### src/rtl/sevenseg_pkg.sv
`default_nettype none
// +--------------------------------------------------------------------+
// | sevenseg_pkg                                                       |
// | Segment glyph constants, blank code and seg_t for the scan driver. |
// | Rev 1.0                                                            |
// +--------------------------------------------------------------------+
package sevenseg_pkg;

  // Bit order {a,b,c,d,e,f,g}, a is the MSB.
  typedef logic [6:0] seg_t;

  localparam seg_t SEG_0     = 7'b1111110;
  localparam seg_t SEG_1     = 7'b0110000;
  localparam seg_t SEG_2     = 7'b1101101;
  localparam seg_t SEG_3     = 7'b1111001;
  localparam seg_t SEG_4     = 7'b0110011;
  localparam seg_t SEG_5     = 7'b1011011;
  localparam seg_t SEG_6     = 7'b1011111;
  localparam seg_t SEG_7     = 7'b1110000;
  localparam seg_t SEG_8     = 7'b1111111;
  localparam seg_t SEG_9     = 7'b1111011;
  localparam seg_t SEG_A     = 7'b1110111;
  localparam seg_t SEG_B     = 7'b0011111;
  localparam seg_t SEG_C     = 7'b1001110;
  localparam seg_t SEG_D     = 7'b0111101;
  localparam seg_t SEG_E     = 7'b1001111;
  localparam seg_t SEG_F     = 7'b1000111;
  localparam seg_t SEG_BLANK = 7'b0000000;

  localparam logic [3:0] BLANK_CODE = 4'hF;

endpackage : sevenseg_pkg
`default_nettype wire

### src/rtl/sevenseg_scan_driver_if.sv
`default_nettype none
// +--------------------------------------------------------------------+
// | sevenseg_scan_driver_if                                            |
// | Control/display bundle between score logic and the scan driver.    |
// | Rev 1.0                                                            |
// +--------------------------------------------------------------------+
interface sevenseg_scan_driver_if #(
  parameter int NUM_DIGITS = 4
);
  logic                    en_i;
  logic                    load_i;
  logic [4*NUM_DIGITS-1:0] digits_i;
  logic [NUM_DIGITS-1:0]   blank_i;
  logic                    lz_i;
  logic [NUM_DIGITS-1:0]   blink_i;
  logic [6:0]              seg_o;
  logic [NUM_DIGITS-1:0]   an_o;
  logic                    frame_o;
  logic                    pending_o;

  modport master (
    output en_i, load_i, digits_i, blank_i, lz_i, blink_i,
    input  seg_o, an_o, frame_o, pending_o
  );

  modport slave (
    input  en_i, load_i, digits_i, blank_i, lz_i, blink_i,
    output seg_o, an_o, frame_o, pending_o
  );
endinterface : sevenseg_scan_driver_if
`default_nettype wire

### src/rtl/sevenseg_glyph_rom.sv
`default_nettype none
// +--------------------------------------------------------------------+
// | sevenseg_glyph_rom                                                 |
// | Combinational digit code to segment glyph with forced blank.       |
// | Rev 1.0                                                            |
// +--------------------------------------------------------------------+
module sevenseg_glyph_rom
  import sevenseg_pkg::*;
#(
  parameter int HEX_EN = 0
) (
  input  wire logic [3:0] code,
  input  wire logic       blank,
  output seg_t            seg
);

  localparam bit HEX_ON = (HEX_EN != 0);

  always_comb begin
    seg = SEG_BLANK;
    if (!blank) begin
      case (code)
        4'h0:    seg = SEG_0;
        4'h1:    seg = SEG_1;
        4'h2:    seg = SEG_2;
        4'h3:    seg = SEG_3;
        4'h4:    seg = SEG_4;
        4'h5:    seg = SEG_5;
        4'h6:    seg = SEG_6;
        4'h7:    seg = SEG_7;
        4'h8:    seg = SEG_8;
        4'h9:    seg = SEG_9;
        4'hA:    seg = HEX_ON ? SEG_A : SEG_BLANK;
        4'hB:    seg = HEX_ON ? SEG_B : SEG_BLANK;
        4'hC:    seg = HEX_ON ? SEG_C : SEG_BLANK;
        4'hD:    seg = HEX_ON ? SEG_D : SEG_BLANK;
        4'hE:    seg = HEX_ON ? SEG_E : SEG_BLANK;
        default: seg = HEX_ON ? SEG_F : SEG_BLANK;
      endcase
    end
  end

endmodule : sevenseg_glyph_rom
`default_nettype wire

### src/rtl/sevenseg_scan_driver.sv
`default_nettype none
// +--------------------------------------------------------------------+
// | sevenseg_scan_driver                                               |
// | Tear-free multiplexed N-digit seven-segment scanner.               |
// | Optional blink: define SEVENSEG_BLINK_EN.                          |
// | Rev 1.0                                                            |
// +--------------------------------------------------------------------+
module sevenseg_scan_driver
  import sevenseg_pkg::*;
#(
  parameter int NUM_DIGITS = 4,
  parameter int SCAN_DIV   = 1024,
  parameter int ACTIVE_LOW = 0,
  parameter int HEX_EN     = 0,
  parameter int BLINK_DIV  = 32
) (
  input  wire logic              clk,
  input  wire logic              rst_n,
  sevenseg_scan_driver_if.slave  bus
);

  localparam int                    DIV_W    = $clog2(SCAN_DIV);
  localparam int                    IDX_W    = (NUM_DIGITS > 1) ? $clog2(NUM_DIGITS) : 1;
  localparam logic [DIV_W-1:0]      DIV_LAST = DIV_W'(SCAN_DIV - 1);
  localparam logic [IDX_W-1:0]      IDX_LAST = IDX_W'(NUM_DIGITS - 1);
  localparam seg_t                  SEG_OFF  = (ACTIVE_LOW != 0) ? 7'h7F : 7'h00;
  localparam logic [NUM_DIGITS-1:0] AN_OFF   = {NUM_DIGITS{ACTIVE_LOW != 0}};

  logic [DIV_W-1:0]        r_div;
  logic [IDX_W-1:0]        r_idx;
  logic [4*NUM_DIGITS-1:0] r_pend;
  logic [4*NUM_DIGITS-1:0] r_disp;
  logic                    r_pending;
  logic                    r_frame;
  seg_t                    r_seg;
  logic [NUM_DIGITS-1:0]   r_an;

  logic                    w_tc;
  logic                    w_wrap;
  logic                    w_zero_run;
  logic [NUM_DIGITS-1:0]   w_lz_mask;
  logic [NUM_DIGITS-1:0]   w_an_sel;
  logic [3:0]              w_code;
  logic                    w_blank;
  logic                    w_blink_phase;
  seg_t                    w_glyph;

  assign w_tc   = bus.en_i && (r_div == DIV_LAST);
  assign w_wrap = w_tc && (r_idx == IDX_LAST);

  // Walk from the most-significant digit down; a digit is suppressed while
  // it and everything above it are zero. Digit 0 always shows.
  always_comb begin
    w_zero_run = 1'b1;
    w_lz_mask  = '0;
    for (int k = NUM_DIGITS - 1; k >= 0; k--) begin
      w_zero_run   = w_zero_run & (r_disp[4*k +: 4] == 4'd0);
      w_lz_mask[k] = bus.lz_i & w_zero_run & (k != 0);
    end
  end

  always_comb begin
    w_code   = BLANK_CODE;
    w_blank  = 1'b0;
    w_an_sel = '0;
    for (int k = 0; k < NUM_DIGITS; k++) begin
      if (r_idx == IDX_W'(k)) begin
        w_code      = r_disp[4*k +: 4];
        w_blank     = bus.blank_i[k] | w_lz_mask[k] | (w_blink_phase & bus.blink_i[k]);
        w_an_sel[k] = 1'b1;
      end
    end
  end

  sevenseg_glyph_rom #(
    .HEX_EN (HEX_EN)
  ) u_glyph_rom (
    .code  (w_code),
    .blank (w_blank),
    .seg   (w_glyph)
  );

`ifdef SEVENSEG_BLINK_EN
  localparam int               BCNT_W     = (BLINK_DIV > 1) ? $clog2(BLINK_DIV) : 1;
  localparam logic [BCNT_W-1:0] BCNT_LAST = BCNT_W'(BLINK_DIV - 1);

  logic [BCNT_W-1:0] r_blink_cnt;
  logic              r_blink_phase;

  always_ff @(posedge clk or negedge rst_n) begin
    if (!rst_n) begin
      r_blink_cnt   <= '0;
      r_blink_phase <= 1'b0;
    end else if (w_wrap) begin
      if (r_blink_cnt == BCNT_LAST) begin
        r_blink_cnt   <= '0;
        r_blink_phase <= ~r_blink_phase;
      end else begin
        r_blink_cnt <= r_blink_cnt + 1'b1;
      end
    end
  end

  assign w_blink_phase = r_blink_phase;
`else
  logic w_unused_blink_div;
  assign w_unused_blink_div = (BLINK_DIV != 0);
  assign w_blink_phase      = 1'b0;
`endif

  always_ff @(posedge clk or negedge rst_n) begin
    if (!rst_n) begin
      r_div     <= '0;
      r_idx     <= '0;
      r_pend    <= '0;
      r_disp    <= {NUM_DIGITS{BLANK_CODE}};
      r_pending <= 1'b0;
      r_frame   <= 1'b0;
      r_seg     <= SEG_OFF;
      r_an      <= AN_OFF;
    end else begin
      if (bus.en_i) begin
        if (w_tc) begin
          r_div <= '0;
          r_idx <= (r_idx == IDX_LAST) ? '0 : r_idx + 1'b1;
        end else begin
          r_div <= r_div + 1'b1;
        end
        r_frame <= w_wrap;
        r_seg   <= w_glyph ^ SEG_OFF;
        r_an    <= w_an_sel ^ AN_OFF;
      end else begin
        r_div   <= '0;
        r_idx   <= '0;
        r_frame <= 1'b0;
        r_seg   <= SEG_OFF;
        r_an    <= AN_OFF;
      end

      // The display takes the old pending value even if a new load lands
      // in the boundary cycle; that new load then stays pending.
      if (w_wrap && r_pending) begin
        r_disp <= r_pend;
      end
      if (bus.load_i) begin
        r_pend    <= bus.digits_i;
        r_pending <= 1'b1;
      end else if (w_wrap) begin
        r_pending <= 1'b0;
      end
    end
  end

  assign bus.seg_o     = r_seg;
  assign bus.an_o      = r_an;
  assign bus.frame_o   = r_frame;
  assign bus.pending_o = r_pending;

endmodule : sevenseg_scan_driver
`default_nettype wire

### src/flat_wrapper.sv
// flat-port wrapper written by rule: the top's interface ports become plain ports
module sevenseg_scan_driver_flat import sevenseg_pkg::*;
#(
  parameter int NUM_DIGITS = 4,
  parameter int SCAN_DIV   = 1024,
  parameter int ACTIVE_LOW = 0,
  parameter int HEX_EN     = 0,
  parameter int BLINK_DIV  = 32
)
  (clk, rst_n, bus_en_i, bus_load_i, bus_digits_i, bus_blank_i, bus_lz_i, bus_blink_i, bus_seg_o, bus_an_o, bus_frame_o, bus_pending_o);
  sevenseg_scan_driver_if #(.NUM_DIGITS(NUM_DIGITS)) bus_i ();
  input  wire logic clk;
  input  wire logic rst_n;
  input wire logic [$bits(bus_i.en_i)-1:0] bus_en_i;
  input wire logic [$bits(bus_i.load_i)-1:0] bus_load_i;
  input wire logic [$bits(bus_i.digits_i)-1:0] bus_digits_i;
  input wire logic [$bits(bus_i.blank_i)-1:0] bus_blank_i;
  input wire logic [$bits(bus_i.lz_i)-1:0] bus_lz_i;
  input wire logic [$bits(bus_i.blink_i)-1:0] bus_blink_i;
  output wire logic [$bits(bus_i.seg_o)-1:0] bus_seg_o;
  output wire logic [$bits(bus_i.an_o)-1:0] bus_an_o;
  output wire logic [$bits(bus_i.frame_o)-1:0] bus_frame_o;
  output wire logic [$bits(bus_i.pending_o)-1:0] bus_pending_o;
  assign bus_i.en_i = bus_en_i;
  assign bus_i.load_i = bus_load_i;
  assign bus_i.digits_i = bus_digits_i;
  assign bus_i.blank_i = bus_blank_i;
  assign bus_i.lz_i = bus_lz_i;
  assign bus_i.blink_i = bus_blink_i;
  assign bus_seg_o = bus_i.seg_o;
  assign bus_an_o = bus_i.an_o;
  assign bus_frame_o = bus_i.frame_o;
  assign bus_pending_o = bus_i.pending_o;
  sevenseg_scan_driver #(.NUM_DIGITS(NUM_DIGITS), .SCAN_DIV(SCAN_DIV), .ACTIVE_LOW(ACTIVE_LOW), .HEX_EN(HEX_EN), .BLINK_DIV(BLINK_DIV)) u_core (.clk(clk), .rst_n(rst_n), .bus(bus_i));
endmodule
### config.mk
export PLATFORM = sky130hd
export DESIGN_NAME = sevenseg_scan_driver_flat
export DESIGN_NICKNAME = d
export VERILOG_FILES = /design/src/rtl/sevenseg_pkg.sv /design/src/rtl/sevenseg_scan_driver_if.sv /design/src/rtl/sevenseg_glyph_rom.sv /design/src/rtl/sevenseg_scan_driver.sv /design/src/flat_wrapper.sv
export SDC_FILE = /design/constraint.sdc
export NUM_CORES = 1
export LEC_CHECK = 0
export ABC_AREA = 1
export ABC_CLOCK_PERIOD_IN_PS = 2100
export CELL_PAD_IN_SITES_DETAIL_PLACEMENT = 2
export CELL_PAD_IN_SITES_GLOBAL_PLACEMENT = 2
export CORE_AREA = 2 2 100 102
export DETAILED_ROUTE_END_ITERATION = 10
export DIE_AREA = 0 0 102 104
export DONT_BUFFER_PORTS = 1
export GPL_TIMING_DRIVEN = 0
export HOLD_SLACK_MARGIN = 0.03
export PLACE_DENSITY = 0.78
export SYNTH_ARGS = -nofsm -noshare
export SYNTH_HDL_FRONTEND = slang
export SYNTH_SLANG_ARGS = --single-unit
### constraint.sdc
create_clock -name clk -period 2.1 [get_ports clk]
set_clock_uncertainty 0.15 [all_clocks]
set_input_delay 0.21 -clock clk [delete_from_list [all_inputs] [get_ports clk]]
set_output_delay 0.21 -clock clk [all_outputs]
set_load 0.005 [all_outputs]
# Word level (Yosys, flattened, before mapping)
# Memories as Yosys holds them, arrays and structs flattened.
# Cells that the tools add are included.
# Widths: inputs -> output; s select.
[word_totals] reg_bits=57 elab_cells=55 memories=1 mem_bits_rw=0 latchBits=0 output_inout_bits=13 in_bits=29 rom_bits=112
[mem_list] name="(name not given)" depth=16 width=7 read_ports=1 rd_ports_with_merged_regs=0 write_ports=0 line="sevenseg_glyph_rom.sv:22" rtl="case (code)"
[classes] n_eq_ne=5 n_reduce_logical=8 shifts=0 div=0 n_mux=23 magnitude_cmp=0 add_sub_neg=2 multipliers=0 bitwise=8
[op_table] operator="$mux 10" count=2
[op_table] operator="$mux 4" count=5
[op_table] operator="$mux 7" count=2
[op_table] operator="$logic_not 4->1" count=3
[op_table] operator="$mux 1" count=11
[op_table] operator="$add 10x1->10 const B" count=1
[op_table] operator="$eq 10x10->1 const B" count=1
[op_table] operator="$mux 2" count=3
[op_table] operator="$and 1x1->1" count=5
[op_table] operator="$eq 2x2->1 const B" count=2
[op_table] operator="$logic_and 1x1->1" count=3
[op_table] operator="$or 1x1->1" count=3
[op_table] operator="$add 2x1->2 const B" count=1
[op_table] operator="$eq 2x1->1 const B" count=1
[op_table] operator="$logic_not 2->1" count=1
[op_table] operator="$ne 2x1->1 const B" count=1
[op_table] operator="$reduce_bool 2->1" count=1

# Logic depth before layout (Yosys ltp)
# Gate-level depths: netlist of run 1.
[depth] ltp_word=10 ltp_mapped=15 depth_no_buf=15

# By module
# Synthesis of run 1 repeated with hierarchy kept, for this count alone.
[hier_totals] cells_unflattened=309 area_unflattened_um2=2773.9
[modules_own_cells] mod="sevenseg_scan_driver" area_each_um2=2588.7 cells_each=274 instances=1 seq_area_each_um2=1446.4
[modules_own_cells] mod="sevenseg_glyph_rom" area_each_um2=185.2 cells_each=35 instances=1 seq_area_each_um2=0.0

# Worst setup path after synthesis of run 1
# No wires, ideal clock.
[synth_path] path_kind="reg2reg" from="register u_core.r_idx[1]" to="register u_core.r_seg[3] (netlist: u_core.bus.seg_o[3])" path_buffers=0 setup_time_ns=0.073 setup_slack_ns=0.040 arrival_ns=1.837 stages_incl_launch_ff=16 t_required_ns=1.877 period_less_slack_ns=2.060 path_cell_list="dfrtp_1 > inv_1 > ha_1 > inv_1 > nor2_1 > nor2_1 > nand2_1 > nand2_1 > nand2_1 > inv_1 > ha_1 > inv_1 > nand3_1 > nand3_1 > nand3_1 > nor2_1"
[synth_between] elab_chain_cells=8 word_cells_on_any_way=15 cone_classes="3 x eq/ne; 10 x mux; 1 x reduce/logical; 1 x memory"
[synth_rtl] element="start, declared" line="sevenseg_scan_driver.sv:30" rtl="logic [IDX_W-1:0] r_idx;"
[synth_rtl] element="start signal, assigned" line="sevenseg_scan_driver.sv:125" rtl="r_idx <= (r_idx == IDX_LAST) ? '0 : r_idx + 1'b1;"
[synth_rtl] element="$logic_not 2->1" line="sevenseg_scan_driver.sv:67" rtl="if (r_idx == IDX_W'(k)) begin"
[synth_rtl] element="$mux 4 (4 in a row)" line="sevenseg_scan_driver.sv:67"
[synth_rtl] element="$mem_v2 16x7"
[synth_rtl] element="$mux 7 *" line="sevenseg_glyph_rom.sv:21" rtl="if (!blank) begin"
[synth_rtl] element="$mux 7 *" line="sevenseg_scan_driver.sv:122" rtl="if (bus.en_i) begin"
[synth_rtl] element="end signal, assigned" line="sevenseg_scan_driver.sv:130" rtl="r_seg <= w_glyph ^ SEG_OFF;"
[synth_rtl] element="end, declared" line="sevenseg_scan_driver.sv:35" rtl="seg_t r_seg;"
# Mark *: on every way between the ends. The rest lies on a longest branch, timed or not.
# A chain may end at the register's enable or synchronous reset.

# Worst setup path in the final report of run 1
[layout_path] from="register u_core.r_idx[0]" to="register u_core.r_seg[1] (netlist: u_core.bus.seg_o[1])"
# The elaborated chain is that of the path after synthesis.

==> flow_summary.toml, run 1 <==
[sta]
holdWs_ns = 0.120
relSlewSlack = 0.631
final-setup-viol-count = 6
finalHoldViolations = 0
rsz0062_at_grt = "yes"
drv_slew = 0
finalSetupTns_ns = -0.300
finalCritPeriodShare = 1.04
setup_ws_ns = -0.0836
min_period_ns = 2.18
tightest_slew_ns = 0.554
max_clock_freq_mhz = 458

[placement]
hpwl_mm = 5.25
dp_slack_ns = -0.456
io_buffers = 0
gp_congestion = 0.774

[worst_hold_path]
hold_path_startpoint = "bus_load_i"
hold_depth = 3
holdPathEnd = "u_core.r_pend[2]"
hp-class = "in2reg"

[global_routing]
grt_pass1_vias = 2614
grt_max_degree = 58
top_usage_layer = "met2"
grt.met3_usage = 0.0417
grt.total_usage = 0.164
antenna_found_initial = 0
gr-total-overflow = 0
grt_pass1_wl_mm = 13.5
globalRouteMet1Util = 0.196
use_met2 = 0.291

[worst_setup_path]
crit_type = "reg2reg"
worstReg2RegEnd = "u_core.bus.seg_o[1]"
worstReg2RegStart = "u_core.r_idx[0]"
slowest_delay_ns = 0.43
path_cells = "inv_2 -> ha_4 -> buf_4 -> a21oi_1 -> nand2_4 -> nand2_2 -> nand2_2 -> nand2_2 -> nand3_2 -> nor2_4"
crit_arrival_ns = 2.31
critPathRequiredTime_ns = 2.23
startpoint_type = "flip-flop"
path_common_cell = "nand2_2"
endpoint_kind = "flip-flop"
r2r_slack_ns = -0.08
reg2reg_depth = 10
crit_fanout = 6
crit_start = "u_core.r_idx[0]"
cp_slowest_cell = "dfrtp_1"

[synth]
synth.avg_cell_area_sq_um = 8.58
synth_area_leader_cell = "dfrtp_1"
netlist_area_sq_mm = 0.00281
synth_cells = 327
yosysMostFrequentCell = "nand2_1"
ys_ff_latch = 57
synth_enable_flop_cells = 0
synthTopCellsByCount = "nand2_1 (83), inv_1 (49), dfrtp_1 (41)"
ys_seq_area_frac = 0.516
synth_area_leaders = "dfrtp_1 (37%), dfstp_2 (15%), nand2_1 (11%)"
ys_types = 29
syn_nets = 366
synth-main-ff-cell = "dfrtp_1"
async_flop_share = 1.00
yosysWarningCount = 0
synth_top_area_share = 0.366

[drt]
drc = 0
wirelength_mm = 7.94
drtPass1Iterations = 4
routedWlPerCell_microns = 15.6
ant_nets = 0
via_per_inst = 4.49
vias = 2290
first_iter_violations = 30

[die]
dieWidth_microns = 102
dieHeight_microns = 104
io_pins = 42
dieArea_sq_mm = 0.0106
design.core.area_sq_mm = 0.00955
start_util = 0.294
rows = 36

[cells_and_area]
fin_util = 0.386
final_nets = 411
drive_above_1_share = 0.310
seq_area_sq_mm = 0.00145
antenna_cells = 0
multi_input_area_sq_mm = 0.00128
fillCellCount = 1082
area_growth_pct = 31.5

[clock_network]
cts_tree = "done"
path_clk_slew_ns = 0.08
clockRootBuffer = "clkbuf_8"
clkSinkCount = 57
numCtsBuffers = 9
h-tree-depth = 3
insertion_delay_ns = 0.34
clockBufferDepth = 2

[power_and_ir_drop]
power.leakage_nw = 1.68
p_per_area_mw_per_mm2 = 865
peakVddDrop_uv = 447

[run_status]
violations = "negative setup slack"
status = "finished, violations left"

[run]
drv_cap = 0
-- state kept, by name, summed over array words and instances, names as in the netlist --
name and count:
u_core.r_div 10, u_core.bus.seg_o 7, u_core.bus.pending_o 1, u_core.bus.an_o 4
u_core.r_disp 16, u_core.bus.frame_o 1, u_core.r_idx 2, u_core.r_pend 16
-- how the worst max path moves through the flow --
stage                          end  slack (ns)
2_1_floorplan  u_core.bus.seg_o[3]        0.04
3_3_place_gp   u_core.bus.seg_o[3]       -0.34
3_5_place_dp   u_core.bus.seg_o[3]       -0.46
4_1_cts        u_core.bus.seg_o[6]       -0.02
5_1_grt        u_core.bus.seg_o[1]       -0.21
6_report       u_core.bus.seg_o[1]       -0.08
-- routing by layer --
metal	vias up	part of all wire	wire length, microns
li1	1106	-	-
met1	1132	0.41	3240
met2	42	0.55	4350
met3	10	0.031	247
met4	0	0.012	98
met5	-	0	0
-- timing repair --
item,in CTS,in global routing
pin swaps,13,17
hold buffers,20,0
endpoints found under the hold margin,77,0
setup endpoints to repair,7,8
gates resized for setup,29,26
setup buffers,11,3
-- cell type report --
type                       instances  area share
multi-input combinational        211       0.348
timing repair buffer              34      0.0895
sequential                        57       0.392
inverter                          50      0.0529
clock inverter                     7      0.0214
tap                              133      0.0451
buffer                             9      0.0173
clock buffer                       9      0.0336
-- power by group --
part           internal, mW  switching [mW]  leakage [nW]
Combinational         0.361           0.538         0.895
Sequential             1.18          0.0475         0.690
Clock                 0.557           0.504        0.0925
Total                  2.10            1.09          1.68
-- placed cells by master (no fill, tap or decap), types with 2 or more instances in the layout --
cell / Yosys / routed
o21ai_2: 16 / 16
inv_2: 1 / 9
nand2_2: 3 / 9
buf_4: 0 / 12
dlygate4sd3_1: 0 / 19
clkbuf_8: 0 / 9
nand3_2: 1 / 9
nand3_4: 1 / 2
ha_4: 0 / 5
nand2_4: 1 / 2
dfstp_2: 16 / 16
inv_6: 0 / 2
clkbuf_1: 4 / 4
nor2_4: 2 / 4
xor2_1: 2 / 2
clkbuf_4: 0 / 2
dfrtp_1: 41 / 40
nand3_1: 19 / 10
o21ai_0: 20 / 20
ha_2: 0 / 3
clkinvlp_4: 0 / 3
nor2_1: 30 / 28
inv_4: 0 / 3
a21oi_1: 12 / 11
buf_6: 3 / 5
nor3_1: 3 / 3
nand2_1: 83 / 76
inv_1: 49 / 38
ha_1: 10 / 2
-- worst max-delay path: cells and delay by family, from the launching register on --
family,cells,cell delay [ns]
buffers and inverters,2,0.24
flip-flops,1,0.43
AND/OR/NAND/NOR,6,0.78
adder cells (fa/ha/maj),1,0.19
AO/OA/AOI/OAI,1,0.31
-- cells by family (layout without fill, tap and decap cells) --
logic type,after synthesis,in the layout,share of synthesized area
fa+ha+maj,10,10,0.0446
flops,57,57,0.516
simple gates,149,149,0.233
buf+inv,59,109,0.0879
compound gates,50,50,0.112
xor+xnor,2,2,0.00625
-- per-stage QoR --
stage,cell area [sq um],cells,power [mW]
after global placement,2970,460,1.73
after detailed placement,2970,460,1.77
after global routing,3690,510,3.41
final,3690,510,3.19
after floorplan,2810,327,1.62
after CTS,3580,507,3.08
Power figures use the tool's default switching activity.
==> run 2, diff against run 1 <==
--- a/config.mk
+++ b/config.mk
@@ -6,7 +6,7 @@
 export NUM_CORES = 1
 export LEC_CHECK = 0
 export ABC_AREA = 1
-export ABC_CLOCK_PERIOD_IN_PS = 2100
+export ABC_CLOCK_PERIOD_IN_PS = 2600
 export CELL_PAD_IN_SITES_DETAIL_PLACEMENT = 2
 export CELL_PAD_IN_SITES_GLOBAL_PLACEMENT = 2
 export CORE_AREA = 2 2 100 102
@@ -15,7 +15,7 @@
 export DONT_BUFFER_PORTS = 1
 export GPL_TIMING_DRIVEN = 0
 export HOLD_SLACK_MARGIN = 0.03
-export PLACE_DENSITY = 0.78
+export PLACE_DENSITY = 0.76
 export SYNTH_ARGS = -nofsm -noshare
 export SYNTH_HDL_FRONTEND = slang
 export SYNTH_SLANG_ARGS = --single-unit
==> constraint.sdc (replaced) <==
create_clock -name clk -period 2.6 [get_ports clk]
set_clock_uncertainty 0.15 [all_clocks]
set_input_delay 0.26 -clock clk [delete_from_list [all_inputs] [get_ports clk]]
set_output_delay 0.26 -clock clk [all_outputs]
set_load 0.005 [all_outputs]
==> run 2 against run 1 <==
Effect of this change: the flow now finishes without violations; sequential power decreased by 19%; sequential cell count did not move; register-to-register slack improved by 0.33 ns; maximum frequency decreased by 7.2%; non-clock buffer count down 14; setup slack improved by 0.33 ns; die area stayed put; wire length is 8.4% lower; cell area shrank 6.8%; via count decreased by 3.0%.
==> flow_summary.toml, run 2 (synthesis results as in run 1) <==
[cells_and_area]
seq_area_sq_mm = 0.00145
fin_util = 0.360
final_common_cell = "nand2_1"
multi_input_area_sq_mm = 0.00113
fin_area_sq_mm = 0.00344
top_regs = "u_core.r_disp x16, u_core.r_pend x16, u_core.r_div x10"
area_growth_pct = 22.6
final_nets = 397
antenna_cells = 0
instances_no_fill = 496
drive_above_1_share = 0.190
most-common-layout-cells = "nand2_1 (82), inv_1 (48), dfrtp_1 (41)"
fillCellCount = 1106

[run_status]
status = "finished clean"

[placement]
dp_slack_ns = 0.140
dpl-instance-area_sq_mm = 0.00297
dp_cells = 460
gp_congestion = 0.758
io_buffers = 0
hpwl_mm = 5.18

[sta]
min_period_ns = 2.35
finalSetupTns_ns = 0
relSlewSlack = 0.636
max_clock_freq_mhz = 425
tightest_slew_ns = 0.546
holdWs_ns = 0.149
rsz0062_at_grt = "no"
setup_ws_ns = 0.247
final-setup-viol-count = 0
finalHoldViolations = 0
finalCritPeriodShare = 0.905
drv_slew = 0

[power_and_ir_drop]
p_per_area_mw_per_mm2 = 704
total_power_mw = 2.42
peakVddDrop_uv = 369
switching_power_mw = 0.739
power_frac_seq = 0.410
power.leakage_nw = 1.60
p_clk_frac = 0.396
p_int_mw = 1.68
combPwrFrac = 0.194
p_sw_frac = 0.305

[clock_network]
cts_setup_buffers = 0
clockRootBuffer = "clkbuf_8"
clockBufferDepth = 2
clkSinkCount = 57
path_clk_slew_ns = 0.06
cts_tree = "done"
numCtsBuffers = 9
insertion_delay_ns = 0.35
h-tree-depth = 3

[run]
drv_cap = 0

[drt]
vias = 2221
via_per_inst = 4.48
first_iter_violations = 53
wirelength_mm = 7.27
drc = 0
routedWlPerCell_microns = 14.7
drtPass1Iterations = 6
ant_nets = 0

[die]
dieWidth_microns = 102
design.core.area_sq_mm = 0.00955
dieHeight_microns = 104
rows = 36
io_pins = 42
dieArea_sq_mm = 0.0106
start_util = 0.294

[worst_setup_path]
crit_fanout = 5
critPathRequiredTime_ns = 2.72
startpoint_type = "flip-flop"
crit_arrival_ns = 2.48
crit_type = "reg2reg"
endpoint_kind = "flip-flop"

[global_routing]
gr-total-overflow = 0
grt.total_usage = 0.155
antenna_found_initial = 0
grt_pass1_wl_mm = 12.6
grt_max_degree = 58
grt_pass1_vias = 2508

[worst_hold_path]
hp-class = "in2reg"
run 2: layout make-up:
type                            count  share of cell area
Timing Repair Buffer               20              0.0633
Tap cell                          133              0.0484
Buffer                              9              0.0171
Sequential cell                    57               0.421
Clock inverter                      6              0.0266
Clock buffer                       10              0.0400
Multi-Input combinational cell    211               0.329
Inverter                           50              0.0546
run 2: metal layers:
metal	global-route usage	vias to the layer above	wire, microns
li1	-	1077	-
met1	0.187	1096	3170
met2	0.260	35	3740
met3	0.0457	13	243
met4	0.0543	0	116
met5	0	-	0
run 2: worst max-delay path, stage by stage, from the launching register on:
cell and delay (ns):
dfrtp_1 0.43, inv_2 0.13, ha_2 0.23, inv_1 0.06, nor2_2 0.12, nand2_1 0.07, nand2_1 0.07, nand2_1 0.07
nand2_2 0.12, inv_1 0.09, ha_1 0.28, inv_1 0.05, nand3_1 0.10, nand3_1 0.11, nand3_1 0.07, nor2_1 0.12
run 2: repair_timing:
item	4_1_cts	5_1_grt
gates resized for setup	0	6
hold buffers	20	0
hold endpoints to repair	76	0
setup endpoints to repair	0	6
run 2: path summary, 6_finish.rpt:
path,start,to,slack (ns),cells after the start
setup / recovery,u_core.r_idx[0],u_core.bus.seg_o[3],0.25,15
max in group asynchronous,rst_n,u_core.r_disp[10],1.68,2
min in group asynchronous,rst_n,u_core.r_div[1],0.30,2
hold reg to reg,u_core.r_disp[2],u_core.r_disp[2],0.33,2
setup reg to reg,u_core.r_idx[0],u_core.bus.seg_o[3],0.25,15
hold / removal,bus_blank_i[3],u_core.bus.seg_o[6],0.15,3
run 2: power groups by stage:
stage                     clock network [mW]  logic (mW)  registers, mW
after floorplan                            0       0.307          0.998
after global placement                     0       0.389           1.00
after detailed placement                   0       0.414           1.01
after CTS                              0.994       0.469          0.991
after global routing                    1.03       0.557           1.00
final                                  0.959       0.470          0.992
